File: config.mk
export PLATFORM = sky130hd
export DESIGN_NAME = binary_counter_mod
export DESIGN_NICKNAME = d
export VERILOG_FILES = /design/src/rtl/binary_counter_mod.sv
export SDC_FILE = /design/constraint.sdc
export NUM_CORES = 1
export LEC_CHECK = 0
export ABC_CLOCK_PERIOD_IN_PS = 8400
export CORE_MARGIN = 5
export CORE_UTILIZATION = 45
export DETAILED_ROUTE_END_ITERATION = 8
export GPL_ROUTABILITY_DRIVEN = 0
export MAX_ROUTING_LAYER = met4
export PLACE_DENSITY = 0.8
export SLEW_MARGIN = 20
export SYNTH_ARGS = -nofsm -noshare
export SYNTH_HDL_FRONTEND = slang
export SYNTH_SLANG_ARGS = --single-unit
File: constraint.sdc
create_clock -name clk -period 8.4 [get_ports clk]
set_clock_uncertainty 0.1 [all_clocks]
set_input_delay 2.52 -clock clk [delete_from_list [all_inputs] [get_ports clk]]
set_output_delay 2.52 -clock clk [all_outputs]
set_load 0.05 [all_outputs]
File: src/rtl/binary_counter_mod.sv
// Parametrised binary up/down counter with synchronous load, modulus, wrap/saturate/one-shot
// modes, terminal-count/cascade outputs and a registered compare-match flag.
module binary_counter_mod #(
  parameter int               WIDTH       = 8,
  parameter logic [WIDTH-1:0] RESET_VALUE = '0
) (
  input  logic             clk,
  input  logic             rst,
  input  logic             en,
  input  logic             dir,
  input  logic             load,
  input  logic [WIDTH-1:0] load_data,
  input  logic [1:0]       mode,
  input  logic [WIDTH-1:0] modulus,
  input  logic [WIDTH-1:0] cmp_val,
  output logic [WIDTH-1:0] count,
  output logic             tc,
  output logic             ceo,
  output logic             match,
  output logic             done
);

  typedef enum logic {RUN = 1'b0, HALT = 1'b1} state_t;

  localparam logic [1:0] MODE_SAT = 2'b01;
  localparam logic [1:0] MODE_ONE = 2'b10;

  state_t           state, state_nx;
  logic [WIDTH-1:0] count_nx;
  logic             done_nx;

  // Up-terminal uses >= so a loaded value above modulus is treated as the boundary.
  assign tc  = dir ? (count >= modulus) : (count == '0);
  assign ceo = tc & en & ~load & (state == RUN);

  always_comb begin
    state_nx = state;
    count_nx = count;
    done_nx  = done;
    if (load) begin
      count_nx = load_data;
      state_nx = RUN;
      done_nx  = 1'b0;
    end else if (en && state == RUN) begin
      if (!tc) begin
        count_nx = dir ? count + 1'b1 : count - 1'b1;
      end else begin
        unique case (mode)
          MODE_SAT: count_nx = dir ? modulus : count;
          MODE_ONE: begin
            state_nx = HALT;
            done_nx  = 1'b1;
          end
          default:  count_nx = dir ? '0 : modulus;
        endcase
      end
    end
  end

  always_ff @(posedge clk) begin
    if (rst) begin
      count <= RESET_VALUE;
      state <= RUN;
      done  <= 1'b0;
      match <= 1'b0;
    end else begin
      count <= count_nx;
      state <= state_nx;
      done  <= done_nx;
      match <= (count == cmp_val);
    end
  end

endmodule

Yosys cells after proc, flatten, opt, wreduce, memory -nomap -nowiden
Cells that the tools add are included.
{"block": "op_classes", "addsub": 2, "magnitude_cmp": 1, "n_eq_ne": 5, "n_mux": 8, "bitwise_logic": 5, "n_reduce_logical": 6}
{"op": "$mux 8", "count": 6}
{"op": "$pmux 8 s2", "count": 1}
{"op": "$add 8x1->8 const B", "count": 1}
{"op": "$eq 8x8->1", "count": 1}
{"op": "$ge 8x8->1", "count": 1}
{"op": "$logic_not 8->1", "count": 1}
{"op": "$sub 8x1->8 const B", "count": 1}
{"op": "$reduce_and 3->1", "count": 2}
{"op": "$ne 4x4->1 const B", "count": 1}
{"op": "$and 1x1->1", "count": 3}
{"op": "$ne 3x3->1 const B", "count": 1}
{"op": "$eq 2x1->1 const B", "count": 1}
{"op": "$eq 2x2->1 const B", "count": 1}
{"op": "$not 1->1", "count": 2}
{"op": "$reduce_bool 2->1", "count": 1}
{"op": "$reduce_or 2->1", "count": 1}
{"op": "$logic_and 1x1->1", "count": 1}
{"op": "$mux 1", "count": 1}
{"block": "totals", "regBits": 10, "input_bits": 31, "output_inout_bits": 12, "wordCells": 30}

Longest topological paths before layout
Gate-level depths: netlist (run 1).
{"block": "depth", "word_depth": 5, "mapped_depth": 10, "depth_no_buf": 9}

Worst setup path after synthesis (run 1)
Ideal clock, no wire load.
{"block": "synth_timing", "kind": "input to output", "from": "in modulus[7]", "to": "out ceo", "arrival_ns": 4.208, "required_ns": 5.780, "path_slack_ns": 1.572, "path_stages": 7, "n_path_buf": 0, "path_cell_list": "inv_1 ha_1 o21ai_0 a221o_1 o21ai_1 nand2_4 nor2_1"}
{"block": "synth_between", "elab_chain_cells": 5}
{"item": "from (decl)", "line_no": "14", "text": "input logic [WIDTH-1:0] modulus,"}
{"item": "$ge 8x8->1", "line_no": "33", "text": "assign tc = dir ? (count >= modulus) : (count == '0);"}
{"item": "$mux 1", "line_no": "33"}
{"item": "$and 1x1->1 (3 in series)", "line_no": "34", "text": "assign ceo = tc & en & ~load & (state == RUN);"}
{"item": "to (decl)", "line_no": "18", "text": "output logic ceo,"}
Every way passes these cells.

Final worst setup path (run 1)
{"block": "layout_timing", "from": "in modulus[7]", "to": "out tc"}
{"block": "layout_between", "elab_chain_cells": 2}
{"item": "$ge 8x8->1", "line_no": "33"}
{"item": "$mux 1", "line_no": "33"}
{"item": "to (decl)", "line_no": "17", "text": "output logic tc,"}
Every way passes these cells.

==> results.py, run 1 <==
metrics = {
    "run_status": {
        "outcome": "complete, no violations",
    },
    "grt": {
        "grt_pass1_wl_um": 6170,
        "grt_pass1_vias": 1385,
        "antenna_found_initial": 0,
        "grt.overflow.total": 0,
        "track_usage_pct": 22.5,
        "grt_max_degree": 19,
    },
    "critical_path": {
        "crit_fanout": 10,
        "arrival_ns": 5.17,
        "reg2regPathDepth": 8,
        "critPathCaptureType": "output port",
        "critPathMostFrequentCell": "clkdlybuf4s50_1",
        "cp.depth": 9,
        "path_delay_family": "buffers and inverters",
        "start_kind": "primary input",
        "critPathBufInv": 4,
        "crit_type": "primary input to output port",
        "required_ns": 5.78,
        "crit_slowest_cell": "clkdlybuf4s50_1",
        "max_stage_delay_ns": 0.82,
        "crit_chain": "clkdlybuf4s50_1 -> inv_1 -> ha_1 -> o21ai_0 -> a221o_1 -> o21ai_1 -> nand2_4 -> inv_4 -> clkdlybuf4s50_1",
    },
    "detailed_routing": {
        "drt-pass1-iter-count": 4,
        "wl_per_cell_um": 17.3,
        "drt_iter0_drc": 62,
        "ant_nets": 0,
        "routed_wl_um": 3880,
        "num_vias": 1382,
        "route.detailed.drc": 0,
        "drt-vias-per-instance": 6.17,
    },
    "sta": {
        "rsz0062_at_grt": "false",
        "fmax_mhz": 128,
        "fin_tns_setup_ns": 0,
        "slew_violations": 0,
        "max_slew_margin_pct": 57.2,
        "setup_viol": 0,
        "tightest_slew_ns": 0.635,
        "min_period_over_period_pct": 92.7,
        "finalHoldViolCount": 0,
        "period_minus_slack_ns": 7.79,
        "hold_slack_ns": 0.455,
        "final.setup.worst_slack_ns": 0.612,
    },
    "clock_network": {
        "htreeDepth": 1,
        "tritoncts": "yes",
        "cts_hold_buf": 0,
        "cts_root_buf": "clkbuf_4",
        "insertion_delay_ns": 0.27,
        "cts_made_buffers": 3,
        "ctsLongestPathBuffers": 2,
        "postCtsSetupBuffers": 0,
        "cts_sinks": 10,
        "cts_resized": 0,
        "clk_pin_slew_ns": 0.07,
    },
    "layout": {
        "ff_latch_area_um2": 200,
        "final_nets": 242,
        "final_cell_mix": "42 x clkdlybuf4s50_1, 14 x ha_1, 12 x inv_1, 12 x nand2_1, 11 x xnor2_1",
        "fillers": 241,
        "final_area_um2": 1670,
        "fin_util_pct": 66.2,
        "multi_input_area_um2": 933,
        "final_common_cell": "clkdlybuf4s50_1",
        "area_delta_synth_final_pct": 38.7,
        "layout-drive-gt1-share_pct": 5.15,
        "final_cells": 224,
        "antenna_cells": 0,
    },
    "synthesis": {
        "seq_area_frac_synth_pct": 16.6,
        "avgSynthCellArea_um2": 7.87,
        "synth_xor_area_share_pct": 10.9,
        "ys.flop_type": "dfxtp_1",
        "synth-compound-area-share_pct": 29.7,
        "synthArstFlopShare_pct": 0,
        "synthMuxAreaShare_pct": 1.66,
        "synth-simple-area-share_pct": 19.0,
        "ys_seq_elements": 10,
        "yosys_warnings": 0,
        "synth_top_family_by_area": "compound AO/OA/AOI/OAI gates",
        "synth_edf_count": 0,
        "ys_types": 45,
        "synth.cell_area_um2": 1200,
        "synth-adder-area-share_pct": 16.2,
        "netlist_instances": 153,
        "syn_nets": 199,
    },
    "hold_path": {
        "hold_path_class": "flop to flop",
        "hold_path_depth": 2,
    },
    "die": {
        "initial_utilization_pct": 47.7,
        "dieHeight_um": 61.7,
        "die_w_um": 61.7,
        "dieArea_um2": 3810,
        "ios": 43,
        "num_rows": 18,
        "core_um2": 2520,
    },
    "pwr": {
        "power_density_nw_per_um2": 131,
        "ir_worst_vdd_mv": 0.127,
        "power.total_uw": 219,
        "leakage_nw": 0.693,
    },
    "run": {
        "drv_cap": 0,
    },
    "placement": {
        "dpl_cell_area_um2": 1650,
        "dp.cells": 221,
        "place_hpwl_um": 3010,
        "port_buffers": 42,
        "dp_slack_ns": 0.682,
    },
}
## registers in the layout (all words and copies together), names as in the netlist
name	flops
count	8
state	1
match	1
## layout make-up
type                    instances  area share (%)
inverters                      14            3.30
multi-input cells             125            55.9
well taps                      30            2.25
clock buffers                   3            1.35
flip-flops and latches         10            12.0
repair buffers                 42            25.2
## path summary, 6_finish.rpt
kind / to / slack (ns) / start
max: tc / 0.61 / modulus[7]
min: state / 0.46 / state
max reg2reg: count[1] / 5.83 / count[0]
min reg2reg: state / 0.46 / state
## worst reg2reg max path, stage by stage (launching register included)
cell      delay [ns]
dfxtp_1         0.56
inv_1           0.09
ha_1            0.28
nor2b_1         0.04
o21ai_0         0.32
a221oi_2        0.14
o41ai_2         0.61
and2_1          0.24
a22o_1          0.14
## power breakdown
group / switching [mW] / internal (mW)
clock: 0.0182 / 0.0166
combinational: 0.0688 / 0.0547
sequential: 0.00934 / 0.0515
total: 0.0963 / 0.123
## synth_stat cells, types with 2 or more instances
library cell | number | area, um^2
a221o_1 | 2 | 20.0
nand2b_1 | 4 | 25.0
ha_1 | 14 | 175
inv_1 | 12 | 45.0
dfxtp_1 | 10 | 200
xnor2_1 | 11 | 96.3
o21a_1 | 2 | 15.0
a32oi_1 | 3 | 26.3
nand2_1 | 12 | 45.0
nor3_1 | 4 | 20.0
mux2i_1 | 2 | 20.0
nor4_1 | 3 | 18.8
clkbuf_1 | 3 | 11.3
nand3_1 | 6 | 30.0
nor2b_1 | 2 | 12.5
a211oi_1 | 2 | 15.0
a22o_1 | 2 | 17.5
a21oi_1 | 10 | 50.1
o21ai_0 | 8 | 40.0
xor2_1 | 4 | 35.0
or3_1 | 2 | 12.5
nor2_1 | 3 | 11.3
a31oi_1 | 6 | 37.5
a21o_1 | 3 | 22.5
o31ai_1 | 2 | 15.0
and2_1 | 2 | 12.5
## per-layer routing
layer	routed length (um)	global-route usage [%]	vias up
met5	0	-	-
met4	126	7.58	0
met3	411	5.58	14
met2	1760	35.6	85
met1	1590	27.9	627
li1	-	-	656
## kinds of logic after synthesis
family | after synthesis
simple gates | 43
mux | 2
buf+inv | 18
flops | 10
compound gates | 50
xor+xnor | 15
fa+ha+maj | 15
Note: power is estimated with default switching activity, not from simulation.
==> inputs of run 2 (changes only) <==
--- a/config.mk
+++ b/config.mk
@@ -5,14 +5,15 @@
 export SDC_FILE = /design/constraint.sdc
 export NUM_CORES = 1
 export LEC_CHECK = 0
+export ABC_AREA = 0
 export ABC_CLOCK_PERIOD_IN_PS = 8400
 export CORE_MARGIN = 5
 export CORE_UTILIZATION = 45
+export CTS_CLUSTER_SIZE = 8
 export DETAILED_ROUTE_END_ITERATION = 8
 export GPL_ROUTABILITY_DRIVEN = 0
 export MAX_ROUTING_LAYER = met4
 export PLACE_DENSITY = 0.8
-export SLEW_MARGIN = 20
 export SYNTH_ARGS = -nofsm -noshare
 export SYNTH_HDL_FRONTEND = slang
 export SYNTH_SLANG_ARGS = --single-unit
==> results of run 2 <==
Same layout as run 1: the final DEF is identical, and so are final timing and power.
